$ cat config.mk
export PLATFORM = sky130hd
export DESIGN_NAME = id_ex_stage
export DESIGN_NICKNAME = d
export VERILOG_FILES = /design/src/rtl/pipe_pkg.sv /design/src/rtl/load_use_detect.sv /design/src/rtl/id_ex_stage.sv
export SDC_FILE = /design/constraint.sdc
export NUM_CORES = 1
export LEC_CHECK = 0
export ABC_CLOCK_PERIOD_IN_PS = 6900
export CAP_MARGIN = 10
export CORE_AREA = 2 2 121 123
export CTS_CLUSTER_SIZE = 16
export DETAILED_ROUTE_END_ITERATION = 8
export DIE_AREA = 0 0 123 125
export DONT_BUFFER_PORTS = 1
export MAX_ROUTING_LAYER = met4
export PLACE_DENSITY = 0.59
export SETUP_SLACK_MARGIN = 0.15
export SYNTH_ARGS = -nofsm -noshare
export SYNTH_HDL_FRONTEND = slang
export SYNTH_HIERARCHICAL = 1
export SYNTH_SLANG_ARGS = --single-unit
$ cat constraint.sdc
create_clock -name clk -period 6.9 [get_ports clk]
set_clock_uncertainty 0.2 [all_clocks]
set_input_delay 1.38 -clock clk [delete_from_list [all_inputs] [get_ports clk]]
set_output_delay 1.38 -clock clk [all_outputs]
set_load 0.01 [all_outputs]
$ cat src/rtl/pipe_pkg.sv
// pipe_pkg: widths, ALU encodings and the packed control bundle
// shared by the ID/EX stage, its hazard compare and the EX stage.
package pipe_pkg;

   localparam int DW = 32;
   localparam int RW = 5;
   localparam int AW = 4;

   localparam logic [AW-1:0] ALU_AND = 4'b0000;
   localparam logic [AW-1:0] ALU_OR  = 4'b0001;
   localparam logic [AW-1:0] ALU_ADD = 4'b0010;
   localparam logic [AW-1:0] ALU_SUB = 4'b0110;
   localparam logic [AW-1:0] ALU_SLT = 4'b0111;

   typedef struct packed {
      logic          reg_wr;
      logic          reg_dst;
      logic          alu_src;
      logic          mem_wr;
      logic          memto_reg;
      logic          branch;
      logic [AW-1:0] alu_ctr;
   } ctrl_t;

   // A bubble is the all-zero bundle: no write, no memory, ALU code 0.
   localparam ctrl_t CTRL_BUBBLE = '0;

endpackage

$ cat src/rtl/load_use_detect.sv
// load_use_detect: combinational load-use compare between EX and ID.
// Ports: EX load flags and rt, ID rs/rt and uses_rt in; hazard out.
module load_use_detect
   import pipe_pkg::*;
(
   input  logic          ex_memto_reg,
   input  logic          ex_reg_wr,
   input  logic [RW-1:0] ex_rt,
   input  logic [RW-1:0] id_rs,
   input  logic [RW-1:0] id_rt,
   input  logic          uses_rt,
   output logic          hazard
);

   logic ex_is_load;
   logic rs_hit;
   logic rt_hit;

   always_comb begin
      ex_is_load = ex_memto_reg & ex_reg_wr & (ex_rt != '0);
      rs_hit     = (ex_rt == id_rs);
      rt_hit     = uses_rt & (ex_rt == id_rt);
      hazard     = ex_is_load & (rs_hit | rt_hit);
   end

endmodule

$ cat src/rtl/id_ex_stage.sv
// id_ex_stage: ID/EX register with immediate extension, flush/load-use
// bubbles, PC and IF/ID freeze, and a saturating stall counter.
module id_ex_stage
   import pipe_pkg::*;
#(
   parameter int DW = pipe_pkg::DW,
   parameter int CW = 16
) (
   input  logic          clk,
   input  logic          rst,
   input  logic          flush,
   input  logic [RW-1:0] IF_ID_rs,
   input  logic [RW-1:0] IF_ID_rt,
   input  logic [RW-1:0] IF_ID_rd,
   input  logic [15:0]   IF_ID_imm,
   input  logic [DW-1:0] IF_ID_pc4,
   input  logic [DW-1:0] busA,
   input  logic [DW-1:0] busB,
   input  logic          RegWr,
   input  logic          RegDst,
   input  logic          ALUSrc,
   input  logic          MemWr,
   input  logic          MemtoReg,
   input  logic          Branch,
   input  logic          ExtOp,
   input  logic [AW-1:0] ALUctr,
   output logic [RW-1:0] ID_Ex_rs,
   output logic [RW-1:0] ID_Ex_rt,
   output logic [RW-1:0] ID_Ex_rd,
   output logic [DW-1:0] ID_Ex_busA,
   output logic [DW-1:0] ID_Ex_busB,
   output logic [DW-1:0] ID_Ex_imm32,
   output logic [DW-1:0] ID_Ex_pc4,
   output logic          ID_Ex_RegWr,
   output logic          ID_Ex_RegDst,
   output logic          ID_Ex_ALUSrc,
   output logic          ID_Ex_MemWr,
   output logic          ID_Ex_MemtoReg,
   output logic          ID_Ex_Branch,
   output logic [AW-1:0] ID_Ex_ALUctr,
   output logic          PCWr,
   output logic          IF_ID_Wr,
   output logic [CW-1:0] stall_cnt
);

   ctrl_t         ctrl_q, ctrl_d, ctrl_in;
   logic [RW-1:0] rs_q, rs_d;
   logic [RW-1:0] rt_q, rt_d;
   logic [RW-1:0] rd_q, rd_d;
   logic [DW-1:0] bus_a_q, bus_a_d;
   logic [DW-1:0] bus_b_q, bus_b_d;
   logic [DW-1:0] imm32_q, imm32_d;
   logic [DW-1:0] pc4_q, pc4_d;
   logic [CW-1:0] stall_cnt_q, stall_cnt_d;
   logic [CW-1:0] cnt_inc;
   logic [DW-1:0] imm_ext;
   logic          uses_rt;
   logic          hazard;
   logic          bubble;
   logic          freeze;

   load_use_detect u_lud (
      .ex_memto_reg (ctrl_q.memto_reg),
      .ex_reg_wr    (ctrl_q.reg_wr),
      .ex_rt        (rt_q),
      .id_rs        (IF_ID_rs),
      .id_rt        (IF_ID_rt),
      .uses_rt      (uses_rt),
      .hazard       (hazard)
   );

   always_comb begin
      uses_rt = RegDst | MemWr | Branch;

      ctrl_in.reg_wr    = RegWr;
      ctrl_in.reg_dst   = RegDst;
      ctrl_in.alu_src   = ALUSrc;
      ctrl_in.mem_wr    = MemWr;
      ctrl_in.memto_reg = MemtoReg;
      ctrl_in.branch    = Branch;
      ctrl_in.alu_ctr   = ALUctr;

      imm_ext = {{(DW-16){ExtOp & IF_ID_imm[15]}}, IF_ID_imm};

      cnt_inc = (stall_cnt_q == '1) ? stall_cnt_q
                                    : stall_cnt_q + CW'(1);

      bubble      = 1'b0;
      freeze      = 1'b0;
      stall_cnt_d = stall_cnt_q;

      // Flush outranks the hazard: the dependent instruction is being
      // killed upstream anyway, so neither freeze nor count.
      unique case (1'b1)
         flush: begin
            bubble = 1'b1;
         end
         (hazard & ~flush): begin
            bubble      = 1'b1;
            freeze      = 1'b1;
            stall_cnt_d = cnt_inc;
         end
         default: ;
      endcase

      if (bubble) begin
         ctrl_d  = CTRL_BUBBLE;
         rs_d    = '0;
         rt_d    = '0;
         rd_d    = '0;
         bus_a_d = '0;
         bus_b_d = '0;
         imm32_d = '0;
         pc4_d   = '0;
      end else begin
         ctrl_d  = ctrl_in;
         rs_d    = IF_ID_rs;
         rt_d    = IF_ID_rt;
         rd_d    = IF_ID_rd;
         bus_a_d = busA;
         bus_b_d = busB;
         imm32_d = imm_ext;
         pc4_d   = IF_ID_pc4;
      end
   end

   always_ff @(posedge clk or posedge rst) begin
      if (rst) begin
         ctrl_q      <= CTRL_BUBBLE;
         rs_q        <= '0;
         rt_q        <= '0;
         rd_q        <= '0;
         bus_a_q     <= '0;
         bus_b_q     <= '0;
         imm32_q     <= '0;
         pc4_q       <= '0;
         stall_cnt_q <= '0;
      end else begin
         ctrl_q      <= ctrl_d;
         rs_q        <= rs_d;
         rt_q        <= rt_d;
         rd_q        <= rd_d;
         bus_a_q     <= bus_a_d;
         bus_b_q     <= bus_b_d;
         imm32_q     <= imm32_d;
         pc4_q       <= pc4_d;
         stall_cnt_q <= stall_cnt_d;
      end
   end

   assign ID_Ex_rs       = rs_q;
   assign ID_Ex_rt       = rt_q;
   assign ID_Ex_rd       = rd_q;
   assign ID_Ex_busA     = bus_a_q;
   assign ID_Ex_busB     = bus_b_q;
   assign ID_Ex_imm32    = imm32_q;
   assign ID_Ex_pc4      = pc4_q;
   assign ID_Ex_RegWr    = ctrl_q.reg_wr;
   assign ID_Ex_RegDst   = ctrl_q.reg_dst;
   assign ID_Ex_ALUSrc   = ctrl_q.alu_src;
   assign ID_Ex_MemWr    = ctrl_q.mem_wr;
   assign ID_Ex_MemtoReg = ctrl_q.memto_reg;
   assign ID_Ex_Branch   = ctrl_q.branch;
   assign ID_Ex_ALUctr   = ctrl_q.alu_ctr;
   assign PCWr           = ~freeze;
   assign IF_ID_Wr       = ~freeze;
   assign stall_cnt      = stall_cnt_q;

endmodule

[Word-level counts from Yosys, hierarchy flattened]
Index checks and enable logic that the tools add are counted.
W data, S select, Z words.
Word-level totals
  register bits after elaboration: 169
  input bits: 141
  output and inout port bits: 171
  word-level logic and storage cells: 44
Cells by class
  add/sub/neg operators: 1
  equality and inequality tests: 3
  multiplexer cells: 10
  bitwise logic cells: 12
  reduce and logical (&&, ||, !) cells: 3
Operators with widths (number)
  $mux W32: 4
  $add A16 B1 Y16 const B: 1
  $eq A16 B16 Y1 const B: 1
  $mux W5: 3
  $eq A5 B5 Y1: 2
  $mux W10: 1
  $and A1 B1 Y1: 6
  $reduce_bool A5 Y1: 1
  $not A1 Y1: 3
  $or A1 B1 Y1: 3
  $mux W1: 2
  $reduce_and A2 Y1: 1
  $reduce_or A2 Y1: 1

[Depth between registers and ports, before layout]
Gate-level depths: netlist of the first run.
  depth after elaboration: 9
  mapped depth: 10
  depth with buffers taken out: 9

[Modules after synthesis]
The synthesis of the first run kept the hierarchy.
By module, submodules not included
  id_ex_stage: instances 1, cells an instance 392, area each 5380.2 um2, sequential area each 3853.7 um2
  load_use_detect: instances 1, cells an instance 17, area each 133.9 um2, sequential area each 0.0 um2

[Worst setup path after synthesis of the first run]
No wires, ideal clock.
  kind: input port to output port
  start: input IF_ID_rt[2]
  end: output PCWr
  arrival time: 2.514 ns
  data required time: 5.320 ns
  slack: 2.806 ns
  cell stages on the path: 8
  buffers on the path: 2
  path through: xor2_1 nor4_1 nand3_1 a21oi_1 nor2b_1 buf_4 inv_2 buf_4
Between the ends
  cells in the longest elaborated chain, start to end: 7
Ends and longest elaborated chain
  start, declared: line id_ex_stage.sv:13  | input logic [RW-1:0] IF_ID_rt,
  $eq A5 B5 Y1: line load_use_detect.sv:22  | rt_hit = uses_rt & (ex_rt == id_rt);
  $and A1 B1 Y1: line load_use_detect.sv:22
  $or A1 B1 Y1: line load_use_detect.sv:23  | hazard = ex_is_load & (rs_hit | rt_hit);
  $and A1 B1 Y1: line load_use_detect.sv:23
  net hazard: line id_ex_stage.sv:58  | logic hazard;
  $and A1 B1 Y1: line id_ex_stage.sv:98  | (hazard & ~flush): begin
  $mux W1: line id_ex_stage.sv:94  | unique case (1'b1)
  $not A1 Y1
  end, declared: line id_ex_stage.sv:41  | output logic PCWr,
The timed path passes the listed nets, and every way through them passes these cells.

[Final worst setup path of the first run]
  start: input IF_ID_rs[1]
  end: output IF_ID_Wr
Between the ends
  cells in the longest elaborated chain, start to end: 6
Ends and longest elaborated chain
  start, declared: line id_ex_stage.sv:12  | input logic [RW-1:0] IF_ID_rs,
  $eq A5 B5 Y1: line load_use_detect.sv:21  | rs_hit = (ex_rt == id_rs);
  $or A1 B1 Y1: line load_use_detect.sv:23
  $and A1 B1 Y1: line load_use_detect.sv:23
  net hazard: line id_ex_stage.sv:58
  $and A1 B1 Y1: line id_ex_stage.sv:98
  $mux W1: line id_ex_stage.sv:94
  $not A1 Y1: line id_ex_stage.sv:166  | assign IF_ID_Wr = ~freeze;
  end, declared: line id_ex_stage.sv:42  | output logic IF_ID_Wr,
The timed path passes the listed nets, and every way through them passes these cells.

==> results.ini, run 1 <==
[finish]
final_cell_mix=dfrtp_1 (154), and2_1 (137), clkbuf_16 (17)
layout_commonest_cell=dfrtp_1
multi_input_area_sq_um=1470
finalNetCount=541
regArea_sq_um=3850
fillers=1281
layout-drive-gt1-share=0.121
final_util=0.441
syn2layout_area_growth_pct=13.7

[synthesis]
ys_types=38
synth_compound_area_frac=0.0145
synthMuxAreaShare=0.00658
synthAdderAreaFrac=0.00227
synth_top_family_by_area=simple AND/OR/NAND/NOR gates
ys_seq_elements=154
syn_nets=551
netlist_area_sq_um=5510
yosys_warnings=6
synth-xor-area-share=0.0254
ys_seq_area_frac=0.699
syn_avg_cell_area_sq_um=13.5
synth-simple-area-share=0.216
netlist_instances=409

[floorplan]
die_h_um=125
die_x_um=123
core_sq_um=14200
die-area_sq_um=15400
start_util=0.388
num_rows=44
io-pin-count=312

[routing]
dr.pass1.iters=4
drc=0
via_count=2898
vias_per_cell=4.85
wl_per_cell_um=20.6
wirelength_mm=12.3
drt-initial-drc-count=209
drtAntennaViolNets=0

[pwr]
clockPowerShare=0.495
p_per_area_nw_per_um2=335
ir_drop_uv=158
combPwrFrac=0.032
finalPower_mw=2.10
p_seq_frac=0.473
p_sw_frac=0.219
power.net_switching_mw=0.460
intPower_mw=1.64
p_leak_nw=2.94

[clock_tree]
cts_hold_buf=0
cts_root_buf=clkbuf_16
ctsResizeCount=0
clk_latency_ps=420
numCtsBuffers=17
numClockSinks=154
cts_tree=done
cts.clk_slew.worst_paths_ps=60
cts_setup_buffers=0
cts_buffer_depth=2
h-tree-depth=4

[placement]
gp_congestion=0.795
port_buffers=0
place.detailed.hpwl_mm=8.77

[setup_path]
crit_chain=xor2_1 > nor3_1 > nand3_1 > a21oi_1 > nor2b_1 > inv_2
worst_path_max_delay_cell=nor2b_1
required_ps=5320
critPathBufInv=1
worstSetupPathType=input pin to primary output
slowest_delay_ps=520
critPathTopFamily=simple AND/OR/NAND/NOR gates
crit_arrival_ps=2970
cp-end-kind=primary output
worst-path-max-fanout=8
startpoint_type=input pin

[timing]
tns_ps=0
post-route-min-period_ps=4550
setup-violations-final=0
maxSlewHeadroom=0.311
slew_viol_final=0
tightest_slew_ps=1030
hold_viol=0
rsz0062_at_grt=false
fin_crit_sh=0.659
fmax_mhz=220

[global_route]
grt_pass1_vias=3145
grt_max_degree=121
overflow=0
grt_pass1_wl_mm=18.5
antenna_found_initial=2
grt_usage=0.172

[outcome]
status=complete, no violations

[worst_hold_path]
hp-class=flop to flop

[flow_run]
maxCapViolations=0

-- final timing paths --
check / cells past startpoint / start / slack [ps] / end
max: 6 / IF_ID_rs[1] / 2350 / IF_ID_Wr
min: 1 / stall_cnt[11] / 400 / stall_cnt[11]
max reg2reg: 9 / ID_Ex_rt[2] / 3710 / stall_cnt[14]
min reg2reg: 1 / stall_cnt[11] / 400 / stall_cnt[11]
max in group asynchronous: 2 / rst / 4300 / ID_Ex_busB[10]
min in group asynchronous: 1 / rst / 700 / ID_Ex_imm32[7]
-- power groups by stage --
stage	registers [mW]	clock network (mW)	logic [mW]
final	0.993	1.04	0.0677
after global routing	0.998	1.11	0.0809
after CTS	0.995	1.06	0.0711
after detailed placement	1.01	0	0.0719
after global placement	1.01	0	0.0674
after floorplan	1.00	0	0.0607
-- sequential cells by signal, summed over array words and instances, names as in the netlist, 4 cells and up --
register / flops
ID_Ex_pc4: 32
ID_Ex_imm32: 17
ID_Ex_rs: 5
ID_Ex_rt: 5
ID_Ex_rd: 5
ID_Ex_ALUctr: 4
ID_Ex_busB: 32
stall_cnt: 16
ID_Ex_busA: 32
-- kinds of logic (layout without fill, tap and decap cells) --
| group | Yosys count | in the layout |
|---|---|---|
| AO/OA/AOI/OAI | 13 | 13 |
| XOR/XNOR | 16 | 16 |
| adder cells (fa/ha/maj) | 1 | 1 |
| buffers and inverters | 37 | 40 |
| flip-flops | 154 | 154 |
| multiplexers | 3 | 3 |
| other | 0 | 2 |
| AND/OR/NAND/NOR | 185 | 185 |
-- cells in the mapped netlist, drive strengths merged --
library cell  count  area (sq um)
o21ai             3          15.0
or3               3          18.8
nor2b             1          6.26
buf              17           128
nor4              5          65.1
and4b             1          10.0
a21oi             5          25.0
mux2i             1          10.0
xnor2             4          35.0
clkbuf           15          56.3
and3              2          12.5
nand2             7          26.3
ha                1          12.5
inv               5          18.8
nand3             6          40.0
and4              2          20.0
xor2             12           105
a31oi             2          12.5
and2            137           857
nor3b             1          7.51
o21a              2          15.0
nand4             6          50.0
or4               2          15.0
dfrtp           154          3850
o211ai            1          12.5
mux2              2          26.3
nor2              6          25.0
nor3              6          35.0
-- worst reg2reg max path, cell delays in order, from the launching register on --
cell     delay [ps]
dfrtp_1         470
xor2_1          200
nor3_1          290
nand3_1         110
a21oi_1         320
nor2b_1         530
inv_2           210
nor4_2          440
and4b_1         240
a21oi_1          70
-- final cells by class --
type / count / area share
flip-flops and latches: 154 / 0.615
multi-input cells: 218 / 0.234
clock buffers: 20 / 0.0729
well taps: 184 / 0.0367
clock inverters: 12 / 0.0335
inverters: 5 / 0.00379
repair buffers: 3 / 0.00359
diodes: 2 / 0.000799
-- metrics by stage --
| stage | instances | hold WS, ps | instance area, sq um | setup WS (ps) |
|---|---|---|---|---|
| 6_report | 598 | 399 | 6270 | 2350 |
| 2_1_floorplan | 409 | 338 | 5510 | 1170 |
| 5_1_grt | 598 | 433 | 6270 | 2170 |
| 3_5_place_dp | 564 | 397 | 5600 | 2290 |
| 3_3_place_gp | 564 | 367 | 5600 | 2350 |
| 4_1_cts | 596 | 406 | 6260 | 2270 |
-- layer usage --
layer	part of all wire	GRT usage	vias to the layer above	routed length, um
met5	0	-	-	0
met4	0.016	0.0655	0	197
met3	0.12	0.0912	15	1500
met2	0.52	0.273	199	6410
met1	0.34	0.179	1416	4200
li1	-	-	1268	-
Note: power is estimated with default switching activity, not from simulation.
==> run 2, diff against run 1 <==
--- a/config.mk
+++ b/config.mk
@@ -5,15 +5,15 @@
 export SDC_FILE = /design/constraint.sdc
 export NUM_CORES = 1
 export LEC_CHECK = 0
-export ABC_CLOCK_PERIOD_IN_PS = 6900
+export ABC_CLOCK_PERIOD_IN_PS = 3700
 export CAP_MARGIN = 10
-export CORE_AREA = 2 2 121 123
+export CORE_AREA = 2 2 122 124
 export CTS_CLUSTER_SIZE = 16
 export DETAILED_ROUTE_END_ITERATION = 8
-export DIE_AREA = 0 0 123 125
+export DIE_AREA = 0 0 124 126
 export DONT_BUFFER_PORTS = 1
 export MAX_ROUTING_LAYER = met4
-export PLACE_DENSITY = 0.59
+export PLACE_DENSITY = 0.6
 export SETUP_SLACK_MARGIN = 0.15
 export SYNTH_ARGS = -nofsm -noshare
 export SYNTH_HDL_FRONTEND = slang
==> constraint.sdc (replaced) <==
create_clock -name clk -period 3.7 [get_ports clk]
set_clock_uncertainty 0.2 [all_clocks]
set_input_delay 0.74 -clock clk [delete_from_list [all_inputs] [get_ports clk]]
set_output_delay 0.74 -clock clk [all_outputs]
set_load 0.01 [all_outputs]
==> run 2 against run 1 <==
Net effect:
- clock-buffer cell count decreased by 2
- largest power group is now sequential cells
- critical path type is now flop to primary output
- flip-flop and latch count unchanged
- setup slack got worse by 1800 ps
==> results.ini, run 2 (same netlist as run 1, synthesis figures left out) <==
[finish]
final_cell_mix=dfrtp_1 (154), and2_1 (137), clkbuf_16 (17)
syn2layout_area_growth_pct=13.5
finalNetCount=543
layout-drive-gt1-share=0.128
layout_commonest_cell=dfrtp_1
fillers=1317

[setup_path]
critPathTopFamily=simple AND/OR/NAND/NOR gates
worst_path_max_delay_cell=dfrtp_1
worst-path-max-fanout=4
slowest_delay_ps=470
cp-end-kind=primary output
worstSetupPathType=flop to primary output
crit_chain=xor2_1 > nor4_1 > nand3_1 > a21oi_1 > nor2b_1 > inv_2
required_ps=2760
startpoint_type=flop
critPathBufInv=1
crit_arrival_ps=2250

[routing]
wl_per_cell_um=20.1
dr.pass1.iters=4
drtAntennaViolNets=0
via_count=2953
wirelength_mm=12.1
vias_per_cell=4.91
drt-initial-drc-count=153
drc=0

[floorplan]
start_util=0.385
die_x_um=124
die_h_um=126
num_rows=44
die-area_sq_um=15600
io-pin-count=312
core_sq_um=14300

[timing]
post-route-min-period_ps=3190
rsz0062_at_grt=false
maxSlewHeadroom=0.357
fmax_mhz=314
setup-violations-final=0
slew_viol_final=0
tightest_slew_ps=963
fin_worst_hold_slack_ps=178
fin_crit_sh=0.862
tns_ps=0
hold_viol=0

[global_route]
overflow=0
grt_max_degree=87
grt_pass1_vias=3197
grt_usage=0.164
antenna_found_initial=3
grt_pass1_wl_mm=18.1

[clock_tree]
numCtsBuffers=17
cts_root_buf=clkbuf_16
clk_latency_ps=410
ctsResizeCount=0
cts_tree=done
cts_hold_buf=0
cts_buffer_depth=2
cts.clk_slew.worst_paths_ps=60
h-tree-depth=4
cts_setup_buffers=0
numClockSinks=154

[pwr]
p_leak_nw=2.93
finalPower_mw=3.73
ir_drop_uv=283
p_per_area_nw_per_um2=595

[placement]
port_buffers=0
place.detailed.hpwl_mm=8.89
gp_congestion=0.822

[flow_run]
maxCapViolations=0

[worst_hold_path]
hp-class=input pin to async pin

[outcome]
status=complete, no violations

==> run 2: cell types whose count changed in the layout (fill, tap and decap cells not counted), moves of 2 or more <==
cell,change
inv_8,+2
clkinvlp_4,+2
bufinv_16,-3
buf_12,+3
diode_2,+2
clkinv_2,+2
==> run 2: final cells by class <==
| type | count | area, sq um | area share |
|---|---|---|---|
| multi-input combinational | 218 | 1470 | 0.234 |
| tap | 184 | 230 | 0.0368 |
| clock buffer | 18 | 439 | 0.0702 |
| timing repair buffer | 5 | 75.1 | 0.0120 |
| inverter | 5 | 22.5 | 0.00360 |
| antenna | 4 | 10.0 | 0.00160 |
| sequential | 154 | 3850 | 0.616 |
| clock inverter | 14 | 160 | 0.0256 |
==> run 2: worst reg2reg max path, delay by kind of cell, from the launching register on <==
kind                   cells  cell delay (ps)
flip-flops                 1              470
AO/OA/AOI/OAI              2              480
XOR/XNOR                   1              210
AND/OR/NAND/NOR            5             1330
buffers and inverters      1              190
==> run 2: routing by layer <==
metal	wire [um]	GRT usage	vias up
met2	6360	0.262	201
met1	4160	0.172	1459
met5	0	-	-
met4	157	0.0555	0
li1	-	-	1280
met3	1450	0.0870	13
==> run 2: final timing paths <==
| kind | from | endpoint | slack, ps | depth (start not counted) |
|---|---|---|---|---|
| max | ID_Ex_rt[2] | PCWr | 510 | 6 |
| min | rst | ID_Ex_busB[19] | 180 | 1 |
| max reg2reg | ID_Ex_rt[2] | stall_cnt[5] | 720 | 9 |
| min reg2reg | stall_cnt[10] | stall_cnt[10] | 390 | 1 |
| max in group asynchronous | rst | ID_Ex_busB[20] | 2310 | 2 |
| min in group clk | busA[21] | ID_Ex_busA[21] | 250 | 1 |
==> run 2: metrics by stage <==
| step | cells | worst slack (ps) | instance area [sq um] | utilization |
|---|---|---|---|---|
| finish | 602 | 510 | 6260 | 0.437 |
| global route | 601 | 308 | 6250 | 0.437 |
| CTS | 598 | 460 | 6250 | 0.436 |
| detailed placement | 566 | 491 | 5650 | 0.394 |
| global placement | 566 | 519 | 5650 | 0.394 |
| floorplan | 409 | 815 | 5520 | - |
==> run 2: power by group <==
part | switching, mW | internal (mW) | leakage [nW]
Sequential | 0.0869 | 1.76 | 1.99
Clock | 0.712 | 1.03 | 0.292
Combinational | 0.0793 | 0.0541 | 0.649
==> run 3, diff against run 2 <==
--- a/config.mk
+++ b/config.mk
@@ -5,15 +5,17 @@
 export SDC_FILE = /design/constraint.sdc
 export NUM_CORES = 1
 export LEC_CHECK = 0
+export ABC_AREA = 1
 export ABC_CLOCK_PERIOD_IN_PS = 3700
 export CAP_MARGIN = 10
-export CORE_AREA = 2 2 122 124
+export CORE_AREA = 2 2 123 125
 export CTS_CLUSTER_SIZE = 16
 export DETAILED_ROUTE_END_ITERATION = 8
-export DIE_AREA = 0 0 124 126
+export DIE_AREA = 0 0 125 127
 export DONT_BUFFER_PORTS = 1
+export HOLD_SLACK_MARGIN = 0.1
 export MAX_ROUTING_LAYER = met4
-export PLACE_DENSITY = 0.6
+export PLACE_DENSITY = 0.62
 export SETUP_SLACK_MARGIN = 0.15
 export SYNTH_ARGS = -nofsm -noshare
 export SYNTH_HDL_FRONTEND = slang
==> run 3 against run 2 <==
Net effect:
- synthesized cell count is 59% higher
- sequential share of layout area decreased by 3.4 points
- area after synthesis increased by 7.2%
- final cell count up 39%
- via count increased by 30%
- register-to-register slack improved by 450 ps
- flip-flop and latch count is the same
- first-iteration DRC count rose by 69%
- hold slack got worse by 69 ps
- wire length up 12%
- critical path type unchanged
- critical endpoint is now IF_ID_Wr
- largest power group unchanged
==> results.ini, run 3 <==
[outcome]
status=complete, no violations

[placement]
gp_congestion=0.853
port_buffers=0
place.detailed.hpwl_mm=9.79

[timing]
tightest_slew_ps=863
setup-violations-final=0
fin_crit_sh=0.771
hold_viol=0
tns_ps=0
slew_viol_final=0
rsz0062_at_grt=false
maxSlewHeadroom=0.425
post-route-min-period_ps=2850
fmax_mhz=350

[pwr]
p_leak_nw=3.76
ir_drop_uv=345
p_per_area_nw_per_um2=567

[routing]
drc=0
vias_per_cell=4.59
via_count=3848
wirelength_mm=13.5
wl_per_cell_um=16.1
drtAntennaViolNets=0
dr.pass1.iters=4
drt-initial-drc-count=258

[finish]
num_antenna_cells=0
layout_commonest_cell=inv_1
syn2layout_area_growth_pct=12.0
layout-drive-gt1-share=0.0765
final_cell_mix=inv_1 (167), nor2_1 (162), dfrtp_1 (154)
final_util=0.459
finalNetCount=783
multi_input_area_sq_um=1220
fillers=1404
regArea_sq_um=3850

[setup_path]
required_ps=2760
worstSetupPathType=flop to primary output
critPathTopFamily=simple AND/OR/NAND/NOR gates
startpoint_type=flop
worst_path_max_delay_cell=dfrtp_1
crit_chain=inv_1 > nand2_1 > nand2_1 > nor2_1 > nand3_1 > a21oi_1 > nand2_1
critPathBufInv=1
crit_arrival_ps=1910
cp-end-kind=primary output
worst-path-max-fanout=8
critPathMostFrequentCell=nand2_1
slowest_delay_ps=450

[clock_tree]
cts_buffer_depth=2
cts_hold_buf=0
numCtsBuffers=17
cts_setup_buffers=0
cts_root_buf=clkbuf_16
cts_tree=done
ctsResizeCount=0
clk_latency_ps=420
cts.clk_slew.worst_paths_ps=60
numClockSinks=154
h-tree-depth=4

[synthesis]
syn_avg_cell_area_sq_um=9.11
netlist_instances=649
ys_top_cells_by_count=inv_1 (168), nor2_1 (162), dfrtp_1 (154)
synth-edff-count=0
async_flop_share=1.00
ys_seq_area_frac=0.652
synth_top_area_share=0.652
ys.flop_type=dfrtp_1
ys_seq_elements=154
yosys_warnings=6
netlist_area_sq_um=5910
syn_nets=791
ys_types=24
synth_most_common_cell=inv_1
synth_area_leaders=dfrtp_1 (65%), inv_1 (11%), nor2_1 (10%), nand2_1 (5.4%), buf_4 (2.0%)
yosys.area.top_type=dfrtp_1

[floorplan]
die_h_um=127
core_sq_um=14400
start_util=0.410
num_rows=44
die-area_sq_um=15900
die_x_um=125
io-pin-count=312

[global_route]
grt_max_degree=83
overflow=0
grt_usage=0.179
grt_pass1_vias=4028
antenna_found_initial=0
grt_pass1_wl_mm=21.3

[worst_hold_path]
hp-class=input pin to async pin

[flow_run]
maxCapViolations=0

==> run 3: cell types whose count changed after synthesis, sizes merged, moves of 4 or more <==
cell and change:
nand3b +5, nor2 +158, clkbuf -13, nor3 -4, xor2 -11, buf +13, a21oi -4, nand2 +83
inv +166, nor4 -5, and2 -137, nand3 +7
==> run 3: worst paths after layout <==
| kind | from | end | slack, ps | cells after the start |
|---|---|---|---|---|
| setup / recovery | ID_Ex_rt[4] | IF_ID_Wr | 850 | 7 |
| hold / removal | rst | ID_Ex_busB[26] | 110 | 2 |
| setup reg to reg | ID_Ex_rt[4] | stall_cnt[14] | 1170 | 11 |
| hold reg to reg | stall_cnt[15] | stall_cnt[15] | 380 | 2 |
| max in group asynchronous | rst | ID_Ex_busB[22] | 2420 | 2 |
| min in group clk | busB[6] | ID_Ex_busB[6] | 210 | 2 |
==> run 3: cell families after synthesis <==
family	share of synthesized area
xor gates and xnor gates	0.00445
adders and majority gates	0.00212
and+or+nand+nor	0.195
buffers and inverters	0.143
DFF	0.652
AOI/OAI and AO/OA	0.00423
==> run 3: metrics by stage <==
| stage | std cells | worst slack [ps] | instance area [sq um] | hold slack (ps) | power (mW) |
|---|---|---|---|---|---|
| finish | 838 | 846 | 6620 | 109 | 3.75 |
| global route | 838 | 644 | 6620 | 131 | 3.91 |
| CTS | 838 | 804 | 6620 | 119 | 3.80 |
| detailed placement | 806 | 929 | 6030 | 366 | 2.07 |
| global placement | 806 | 988 | 6030 | 361 | 2.06 |
| floorplan | 649 | 815 | 5910 | 339 | 2.01 |
==> run 3: where the power goes <==
part	switching, mW	total (mW)	leakage [nW]	internal, mW
Clock	0.751	1.72	0.288	0.972
Combinational	0.114	0.164	1.48	0.0507
Sequential	0.0971	1.86	2.00	1.77
==> run 3: cell type report <==
| type | instances | share of cell area |
|---|---|---|
| Inverter | 171 | 0.0975 |
| Tap cell | 184 | 0.0348 |
| Sequential cell | 154 | 0.582 |
| Clock inverter | 14 | 0.0227 |
| Clock buffer | 18 | 0.0663 |
| Multi-Input combinational cell | 292 | 0.184 |
| Timing Repair Buffer | 5 | 0.0125 |
==> run 3: worst reg2reg max path: cells and delay by family, from the launching register on <==
family	cells	cell delay, ps
AND/OR/NAND/NOR	9	1400
buffers and inverters	1	100
flip-flops	1	450
AO/OA/AOI/OAI	1	270
==> run 3: per-layer routing <==
metal	wire, um	GRT usage	part of all wire	up-vias
li1	-	-	-	1799
met5	0	-	0	-
met4	174	0.0699	0.013	0
met3	1390	0.0871	0.10	16
met2	7130	0.300	0.53	204
met1	4820	0.182	0.36	1829
